<file path="config.mk">
export PLATFORM = sky130hd
export DESIGN_NAME = multicycle_ex_ctrl
export DESIGN_NICKNAME = d
export VERILOG_FILES = /design/src/rtl/multicycle_ex_ctrl.sv
export SDC_FILE = /design/constraint.sdc
export NUM_CORES = 1
export LEC_CHECK = 0
export BUFFER_PORTS_ARGS = -buffer_cell sky130_fd_sc_hd__buf_2
export CAP_MARGIN = 20
export CORE_AREA = 5 5 75 77
export CTS_BUF_LIST = sky130_fd_sc_hd__clkbuf_8
export DETAILED_ROUTE_END_ITERATION = 8
export DIE_AREA = 0 0 80 82
export GPL_TIMING_DRIVEN = 1
export PLACE_DENSITY = 0.62
export SLEW_MARGIN = 20
export SYNTH_ARGS = -nofsm -noshare
export SYNTH_HDL_FRONTEND = slang
export SYNTH_SLANG_ARGS = --single-unit
</file>
<file path="constraint.sdc">
create_clock -name iCLK -period 2 [get_ports iCLK]
set_input_delay 0.3 -clock iCLK [delete_from_list [all_inputs] [get_ports iCLK]]
set_output_delay 0.3 -clock iCLK [all_outputs]
set_load 0.01 [all_outputs]
</file>
<file path="src/rtl/multicycle_ex_ctrl.sv">
// EX-stage sequencer for multicycle ops: fixed-latency M-extension divide and FP-ALU handshake.
// state   | meaning
// IDLE    | waiting for a multicycle op in EX
// DIV_RUN | M-extension unit counting down its fixed latency
// FP_WAIT | waiting for FP ALU ready, bounded by FP_TIMEOUT
// DONE    | result valid, pipeline released this cycle
module multicycle_ex_ctrl #(
  parameter int DIV_CYCLES = 8,
  parameter int FP_TIMEOUT = 64
) (
  input  logic        iCLK,
  input  logic        iRST,
  input  logic        iValidEX,
  input  logic [13:0] iInstrTypeEX,
  input  logic        iFPALUStartEX,
  input  logic        iFPALUReady,
  input  logic        iFlush,
  output logic        oStall,
  output logic        oBubbleMEM,
  output logic        oDivStart,
  output logic        oFPALUStart,
  output logic        oResultValid,
  output logic        oBusy,
  output logic        oTimeout
);

  localparam logic [1:0] S_IDLE    = 2'd0;
  localparam logic [1:0] S_DIV_RUN = 2'd1;
  localparam logic [1:0] S_FP_WAIT = 2'd2;
  localparam logic [1:0] S_DONE    = 2'd3;

  localparam logic [7:0] DIV_LOAD = 8'(DIV_CYCLES - 1);
  localparam logic [9:0] FP_LAST  = 10'(FP_TIMEOUT - 1);

  logic [1:0] state_q, state_d;
  logic [7:0] divcnt_q, divcnt_d;
  logic [9:0] fpcnt_q, fpcnt_d;
  logic       timeout_q, timeout_d;

  logic det_div, det_fp;
  logic stall, bubble, div_start, fp_start, res_valid;
  logic unused_type;

  assign unused_type = ^{iInstrTypeEX[13:8], iInstrTypeEX[6:0]};

  assign det_div = iValidEX & iInstrTypeEX[7] & ~iFlush;
  assign det_fp  = iValidEX & iFPALUStartEX & ~iInstrTypeEX[7] & ~iFlush;

  always_comb begin
    state_d   = state_q;
    divcnt_d  = divcnt_q;
    fpcnt_d   = fpcnt_q;
    timeout_d = timeout_q;
    stall     = 1'b0;
    bubble    = 1'b0;
    div_start = 1'b0;
    fp_start  = 1'b0;
    res_valid = 1'b0;
    case (state_q)
      S_IDLE: begin
        if (det_div) begin
          stall     = 1'b1;
          bubble    = 1'b1;
          div_start = 1'b1;
          divcnt_d  = DIV_LOAD;
          state_d   = S_DIV_RUN;
        end else if (det_fp) begin
          // ready seen in the start cycle belongs to an older op and is ignored
          stall    = 1'b1;
          bubble   = 1'b1;
          fp_start = 1'b1;
          fpcnt_d  = 10'd0;
          state_d  = S_FP_WAIT;
        end
      end
      S_DIV_RUN: begin
        bubble = 1'b1;
        if (iFlush) begin
          state_d = S_IDLE;
        end else begin
          stall = 1'b1;
          if (divcnt_q == 8'd0) state_d = S_DONE;
          else                  divcnt_d = divcnt_q - 8'd1;
        end
      end
      S_FP_WAIT: begin
        bubble = 1'b1;
        if (iFlush) begin
          state_d = S_IDLE;
        end else begin
          stall = 1'b1;
          if (iFPALUReady) begin
            state_d = S_DONE;
          end else if (fpcnt_q == FP_LAST) begin
            timeout_d = 1'b1;
            state_d   = S_DONE;
          end else begin
            fpcnt_d = fpcnt_q + 10'd1;
          end
        end
      end
      default: begin
        res_valid = ~iFlush;
        state_d   = S_IDLE;
      end
    endcase
  end

  always_ff @(posedge iCLK) begin
    if (!iRST) begin
      state_q   <= S_IDLE;
      divcnt_q  <= 8'd0;
      fpcnt_q   <= 10'd0;
      timeout_q <= 1'b0;
    end else begin
      state_q   <= state_d;
      divcnt_q  <= divcnt_d;
      fpcnt_q   <= fpcnt_d;
      timeout_q <= timeout_d;
    end
  end

  // Outputs are forced low for the whole reset window, including mid-operation.
  assign oStall       = iRST & stall;
  assign oBubbleMEM   = iRST & bubble;
  assign oDivStart    = iRST & div_start;
  assign oFPALUStart  = iRST & fp_start;
  assign oResultValid = iRST & res_valid;
  assign oBusy        = iRST & (state_q != S_IDLE);
  assign oTimeout     = iRST & timeout_q;

endmodule

</file>
==> Word-level counts from Yosys, hierarchy flattened <==
Index checks and enable logic that the tools add are counted.
{ "word_totals": {"reg_bits": 21, "out_inout_bits": 7} }
{ "op_classes": {"add_sub_neg": 2, "eq_ne": 14, "n_mux": 28, "bitwise_logic": 15, "reduce_logical": 11} }
{ "ops": {"columns": ["cell", "n"], "rows": [
  ["10-bit two-way mux", 5],
  ["8-bit two-way mux", 3],
  ["10-bit case mux with 2 select lines", 1],
  ["2-bit != test (second input constant)", 8],
  ["8-bit case mux with 2 select lines", 1],
  ["2-bit two-way mux", 7],
  ["1-bit bitwise AND", 12],
  ["10-bit by 1-bit adder with 10-bit output (second input constant)", 1],
  ["10-bit by 6-bit == test with 1-bit output (second input constant)", 1],
  ["8-bit zero test", 1],
  ["1-bit two-way mux", 8],
  ["4-bit AND reduction", 2],
  ["8-bit by 1-bit subtractor with 8-bit output (second input constant)", 1],
  ["3-bit != test (second input constant)", 2],
  ["2-bit case mux with 3 select lines", 1],
  ["6-bit AND reduction", 1],
  ["2-bit nonzero test", 3],
  ["4-bit != test (second input constant)", 1],
  ["1-bit case mux with 2 select lines", 2],
  ["1-bit NOT", 3],
  ["3-bit AND reduction", 1],
  ["3-bit OR reduction", 1],
  ["2-bit by 1-bit == test with 1-bit output (second input constant)", 1],
  ["2-bit == test (second input constant)", 1],
  ["2 further kinds", 2]
]} }

==> Longest topological paths before layout <==
Gate-level depths: netlist of run 1.
{ "logic_depth": {"depth_word": 7, "mapped_depth": 8} }

==> Least setup slack after synthesis of run 1 <==
No wires, ideal clock.
{ "synth_path": {"path_type": "register to register", "startpoint": "reg state_q[0]", "endpoint": "reg fpcnt_q[3]", "setup_time_ps": 95, "arrival_ps": 1882, "required_ps": 1905, "slack_ps": 23, "path_stages_with_launch": 8, "period_less_slack_ps": 1977, "path_cell_list": "dfxtp_1 inv_1 ha_1 clkbuf_2 and2b_1 o22ai_1 or4_1 a221oi_1"} }
{ "synth_between": {"elab_chain_cells": 3, "word_cells_on_any_way": 10} }
{ "synth_rtl": {"columns": ["element", "line_no", "rtl"], "rows": [
  ["start: declaration", "35", "logic [1:0] state_q, state_d;"],
  ["start signal: assignment", "116", "state_q <= state_d;"],
  ["2-bit == test or 2-bit zero test (tied branches)", "59", "case (state_q)"],
  ["2-bit != test (no source line) or 2-bit nonzero test (tied branches)", null, null],
  ["6-bit AND reduction (no source line)", null, null],
  ["end signal: assignment", "118", "fpcnt_q <= fpcnt_d;"],
  ["end: declaration", "37", "logic [9:0] fpcnt_q, fpcnt_d;"]
]} }
Several ways; a longest one is shown, not always the timed one.
A chain may end at the register's enable or synchronous reset.

==> Worst setup path in the final report of run 1 <==
{ "layout_path": {"startpoint": "reg state_q[1]", "endpoint": "out oBubbleMEM"} }
{ "layout_between": {"elab_chain_cells": 4, "word_cells_on_any_way": 6} }
{ "layout_rtl": {"columns": ["element", "line_no", "rtl"], "rows": [
  ["2-bit == test or 2-bit by 1-bit == test with 1-bit output (tied branches)", "59", null],
  ["2-bit OR reduction (no source line)", null, null],
  ["1-bit case mux with 2 select lines *", "59", null],
  ["1-bit bitwise AND *", "125", "assign oBubbleMEM = iRST & bubble;"],
  ["end: declaration", "19", "output logic oBubbleMEM,"]
]} }
Mark *: on every way between the ends. The rest lies on a longest branch, timed or not.

==> results of run 1 <==
==> through the flow <==
step / hold slack, ps / setup WS (ps) / cell area, um2 / instances / power, mW
6_report: 394 / 83.2 / 1750 / 269 / 1.48
5_1_grt: 405 / 1.74 / 1750 / 269 / 1.60
4_1_cts: 377 / 18.2 / 1730 / 268 / 1.47
3_5_place_dp: 469 / 84.5 / 1670 / 264 / 1.16
3_3_place_gp: 448 / 117 / 1670 / 264 / 1.16
2_1_floorplan: 428 / 23.0 / 1430 / 169 / 0.941
==> cells by family (layout without fill, tap and decap cells) <==
kind of cell | after synthesis | count (layout) | synth area share
DFF | 21 | 21 | 0.295
and+or+nand+nor | 70 | 70 | 0.296
adders and majority gates | 8 | 8 | 0.0702
buffers and inverters | 14 | 44 | 0.0465
muxes | 6 | 6 | 0.0421
AOI/OAI and AO/OA | 50 | 50 | 0.250
==> worst min-delay path, delay by kind of cell <==
kind | cells | cell delay [ps]
buffers and inverters | 1 | 180
and+or+nand+nor | 1 | 90
muxes | 1 | 50
==> power breakdown <==
group | internal, mW | switching [mW]
combinational | 0.320 | 0.385
sequential | 0.454 | 0.0382
clock | 0.139 | 0.147
==> per-layer routing <==
| layer | routed length [um] | global-route usage | vias to the layer above | part of all wire |
|---|---|---|---|---|
| met5 | 0 | 0 | - | 0 |
| li1 | - | - | 704 | - |
| met1 | 1630 | 0.137 | 673 | 0.45 |
| met2 | 1820 | 0.214 | 23 | 0.50 |
| met3 | 133 | 0.0285 | 2 | 0.037 |
| met4 | 27 | 0.0253 | 0 | 0.0075 |
==> repair_timing <==
action | CTS | global route
endpoints found under the setup margin | 3 | 4
gates resized for setup | 3 | 2
buffers inserted | 0 | 1
gates cloned | 0 | 0
hold buffers | 0 | 0
==> layout make-up <==
class	instances	area [um2]	share of cell area
clock buffers	3	41.3	0.0236
clock inverters	1	5.00	0.00286
inverters	9	33.8	0.0193
multi-input cells	134	965	0.550
flip-flops and latches	21	420	0.240
well taps	70	87.6	0.0500
repair buffers	31	200	0.114
==> path summary, 6_finish.rpt <==
check,to,slack [ps],depth (start not counted)
min reg2reg,timeout_q,470,2
max reg2reg,fpcnt_q[6],120,5
max,oBubbleMEM,80,6
min,state_q[0],390,3
==> flip-flops by register name, indices dropped and copies added (netlist names) <==
name	count
fpcnt_q	10
timeout_q	1
divcnt_q	8
state_q	2
==> synthesized netlist by cell type (all sizes together), types with 5 or more instances <==
cell	n
dfxtp	21
nand2	14
nand2b	12
a21oi	10
inv	9
ha	8
nand3	7
nor4	7
o21ai	7
mux2i	6
nor2	6
a31oi	5
nand4	5
==> impl_metrics.tcl, run 1 <==
set metrics [dict create \
    synth_area_um2 1430 \
    power-per-cell-area_nw_per_um2 846 \
    clock_pin_slew_reported_for_the_worst_setup_and_hold_paths_after_clock_tree_synthesis_ps 80 \
    maximum_number_of_pins_on_one_net_before_global_route_repair 16 \
    post-dp-hpwl_um 2630 \
    path_class "register to primary output" \
    avgSynthCellArea_um2 8.43 \
    max_slew.worst_pin.slew_ps 320 \
    htree_num_levels 1 \
    max-clock-path-buffers 2 \
    port_buffers 13 \
    drt_wl_total_um 3610 \
    layout.cells.most_common "sky130_fd_sc_hd__dfxtp_1" \
    gp_congestion 0.822 \
    status "finished, final reports clean" \
    clock.fmax_mhz 522 \
    netlist-cell-type-count 49 \
    tritoncts_clock_tree "yes" \
    drtIter0Drc 99 \
    cp_data_arrival_time_ps 1620 \
    postSynthRegisterBits 21 \
    yosys-top-cells-area "sky130_fd_sc_hd__dfxtp_1 (29%), sky130_fd_sc_hd__ha_1 (7.0%), sky130_fd_sc_hd__nand2b_1 (5.3%)" \
    antenna_found_initial 0 \
    drt-pass1-iter-count 4 \
    fp-row-count 26 \
    synth.yosys.warnings 0 \
    crit_path_start "state_q[1]" \
    antenna_violating_nets_post_route 0 \
    number_of_global_route_vias_before_repair 1352 \
    maxCapViolCount 0 \
    worstPathRequired_ps 1700 \
    synth_nets 197 \
    synth_flop_cell "sky130_fd_sc_hd__dfxtp_1" \
    finalHoldViolations 0 \
    finalWorstPathRequiredPeriod_ps 1920 \
    max_slew_margin 0.784 \
    crit_family "flip-flops" \
    timing_max_transition_violations_final 0 \
    timing.critical_path.cells "inv_1 -> ha_4 -> and3b_2 -> o21ai_0 -> a21oi_1 -> buf_2" \
    slowest_stage "sky130_fd_sc_hd__dfxtp_1" \
    areaGrowthSynthToFinish_pct 23.0 \
    clock-root-buffer "sky130_fd_sc_hd__clkbuf_8" \
    power_leakage_nw 0.691 \
    type_of_the_worst_min_delay_path "input port to register" \
    timing.critical_path.from_type "register" \
    mean_number_of_vias_per_cell 5.21 \
    final_net_count 228 \
    global_route_wire_length_before_repair_um 6090 \
    setup_total_negative_slack_ps 0 \
    antenna-diode-count 0 \
    core_region_area_um2 4940 \
    cts.sinks 21 \
    drt-wirelength-per-cell_um 13.4 \
    globalRoute.totalOverflow 0 \
    initial_core_utilization 0.288 \
    synth_seq_area_share 0.295 \
    clock_skew_ps 3.90 \
    setup_repair_after_global_routing_missed_its_margin "false" \
    synth_instances 169 \
    die_w_um 80 \
    layout.core_utilization 0.355 \
    timing.final.setup_violations 0 \
    final.period_utilization 0.958 \
    max-vdd-ir-drop_v 0.000419 \
    yosysTopAreaCellShare 0.295 \
    worst_r2r_startpoint "fpcnt_q[9]" \
    synthDominantAreaCellType "sky130_fd_sc_hd__dfxtp_1" \
    die_y_um 82 \
    num_vias 1402 \
    layout-drive-gt1-share 0.211 \
    hold_start "iRST" \
    asr_flop_ratio_synth 0 \
    die_area_um2 6560 \
    worst_setup_ep_type "primary output" \
    cp_max_fo 9 \
    critical_path.max_stage_delay_ps 350 \
    ioPinCount 27 \
    final_cell_mix "sky130_fd_sc_hd__dfxtp_1 (21), sky130_fd_sc_hd__buf_4 (18), sky130_fd_sc_hd__nand2_1 (14)" \
    critPathBufInv 2 \
    track_usage 0.117 \
    detail_route.drc_violations 0 \
    synth_edf_count 0 \
    clock_latency_ps 260 \
    layout.filler_cells 527 \
    tritoncts.num_buffers 3 \
]
Power figures use the tool's default switching activity.
==> run 2: changes to the inputs <==
PLACE_DENSITY = 0.57   (was 0.62)
==> run 2 against run 1 <==
Sequential power about the same. Worst hold slack got worse by 8.1 ps. Total power rose by 1.3%. Critical path depth is the same. Combinational power is 3.1% higher. Global-route usage up 0.085 points. Fmax rose by 1.9%. Critical path type unchanged. Critical endpoint unchanged. Largest cell class unchanged. Highest routed layer unchanged.
==> impl_metrics.tcl, run 2 (synthesis results as in run 1) <==
set metrics [dict create \
    drt-wirelength-per-cell_um 13.3 \
    maximum_number_of_pins_on_one_net_before_global_route_repair 16 \
    placed_insts 264 \
    timing.critical_path.from_type "register" \
    setup_repair_after_global_routing_missed_its_margin "false" \
    top_signal_layer_used "met4" \
    finalHoldViolations 0 \
    clock-root-buffer "sky130_fd_sc_hd__clkbuf_8" \
    timing.hold.worst_endpoint "state_q[1]" \
    most_flops_register "fpcnt_q" \
    fin_cells 271 \
    report.power.total_mw 1.50 \
    gp_congestion 0.801 \
    core_region_area_um2 4940 \
    mean_number_of_vias_per_cell 5.17 \
    critical_path.max_stage_delay_ps 340 \
    track_usage 0.118 \
    max_slew_margin 0.763 \
    maxCapViolCount 0 \
    htree_num_levels 1 \
    regArea_um2 420 \
    final_cell_mix "sky130_fd_sc_hd__dfxtp_1 (21), sky130_fd_sc_hd__buf_4 (20), sky130_fd_sc_hd__nand2_1 (14)" \
    antenna-diode-count 0 \
    timing.critical_path.cells "inv_1 -> ha_4 -> and3b_2 -> o21ai_0 -> a21oi_1 -> buf_2" \
    timing_max_transition_violations_final 0 \
    initial_core_utilization 0.288 \
    flip_flop_count_of_the_largest_register_after_layout 10 \
    antenna_found_initial 0 \
    status "finished, final reports clean" \
    cp.depth 6 \
    drt-pass1-iter-count 4 \
    ioPinCount 27 \
    setup_slack_ps 118 \
    layout-drive-gt1-share 0.224 \
    port_buffers 13 \
    postCtsHoldBufs 0 \
    fin_area_um2 1770 \
    die_area_um2 6560 \
    detailed_place.area_um2 1670 \
    num_vias 1402 \
    met2_wirelength_um 1800 \
    cp_max_fo 9 \
    worstPathRequired_ps 1700 \
    max-clock-path-buffers 2 \
    regToRegSetupSlack_ps 140 \
    clock_latency_ps 260 \
    fp-row-count 26 \
    final.period_utilization 0.941 \
    clock.fmax_mhz 531 \
    antenna_violating_nets_post_route 0 \
    critPathBufInv 2 \
    worst_r2r_startpoint "fpcnt_q[9]" \
    crit_family "flip-flops" \
    wirelength_met1_um 1610 \
    layout.filler_cells 537 \
    final_net_count 230 \
    die_y_um 82 \
    multiInputGateArea_um2 966 \
    post-dp-hpwl_um 2590 \
    tritoncts_clock_tree "yes" \
    slowest_stage "sky130_fd_sc_hd__dfxtp_1" \
    power-per-cell-area_nw_per_um2 850 \
    drtIter0Drc 60 \
    worst_r2r_endpoint "state_q[0]" \
    drt_wl_total_um 3610 \
    wl_met3_um 184 \
    timing.final.setup_violations 0 \
    die_w_um 80 \
    type_of_the_worst_min_delay_path "input port to register" \
    finalWorstPathRequiredPeriod_ps 1880 \
    layout.cells.most_common "sky130_fd_sc_hd__dfxtp_1" \
    cts.sinks 21 \
    detail_route.drc_violations 0 \
    clock_skew_ps 8.23 \
    number_of_global_route_vias_before_repair 1331 \
    worst_setup_ep_type "primary output" \
    global_route_wire_length_before_repair_um 6180 \
    dp_worst_setup_slack_ps 25.9 \
    path_class "register to primary output" \
    max_slew.worst_pin.slew_ps 352 \
    power_leakage_nw 0.702 \
    timing.reg2reg.worst_path_depth 4 \
    globalRoute.totalOverflow 0 \
    tritoncts.num_buffers 3 \
    cp_data_arrival_time_ps 1580 \
    hold_start "iRST" \
    max-vdd-ir-drop_v 0.000348 \
    top_regs "fpcnt_q x10, divcnt_q x8, state_q x2" \
    setup_total_negative_slack_ps 0 \
    areaGrowthSynthToFinish_pct 24.1 \
    hold_depth 3 \
    clock_pin_slew_reported_for_the_worst_setup_and_hold_paths_after_clock_tree_synthesis_ps 90 \
]
-- run 2: through the flow --
step | utilization | hold WS, ps
after floorplan | - | 428
after global placement | 0.338 | 440
after detailed placement | 0.338 | 454
after CTS | 0.350 | 378
after global routing | 0.358 | 409
final | 0.358 | 386
-- run 2: worst max-delay path by stage --
stage               slack, ps         end        from
floorplan                  20  fpcnt_q[3]  state_q[0]
global placement           80  fpcnt_q[3]  state_q[1]
detailed placement         30  fpcnt_q[3]  state_q[1]
CTS                        40  oBubbleMEM  state_q[1]
global route                5  fpcnt_q[3]  state_q[0]
finish                    120  oBubbleMEM  state_q[1]
-- run 2: metal layers --
| metal | vias up | track usage |
|---|---|---|
| met4 | 0 | 0.0270 |
| met5 | - | 0 |
| li1 | 714 | - |
| met1 | 649 | 0.150 |
| met3 | 2 | 0.0252 |
| met2 | 37 | 0.203 |
-- run 2: timing repair --
action	in CTS	in global routing
resized for setup	2	4
setup buffers	0	3
endpoints found under the setup margin	4	9
-- run 2: area by class of cell --
class | count | area share
Multi-Input combinational cell | 134 | 0.546
Sequential cell | 21 | 0.238
Timing Repair Buffer | 33 | 0.122
Tap cell | 70 | 0.0495
Clock buffer | 3 | 0.0233
Inverter | 9 | 0.0191
Clock inverter | 1 | 0.00283
-- run 2: report_power, final --
part / internal (mW) / total [mW] / switching, mW
registers: 0.454 / 0.489 / 0.0349
clock network: 0.139 / 0.287 / 0.148
logic: 0.331 / 0.728 / 0.396
total: 0.924 / 1.50 / 0.579
-- run 2: worst min-delay path, cell delays in order --
cell and delay (ps):
sky130_fd_sc_hd__buf_2 170, sky130_fd_sc_hd__nand2_1 80, sky130_fd_sc_hd__mux2i_1 50
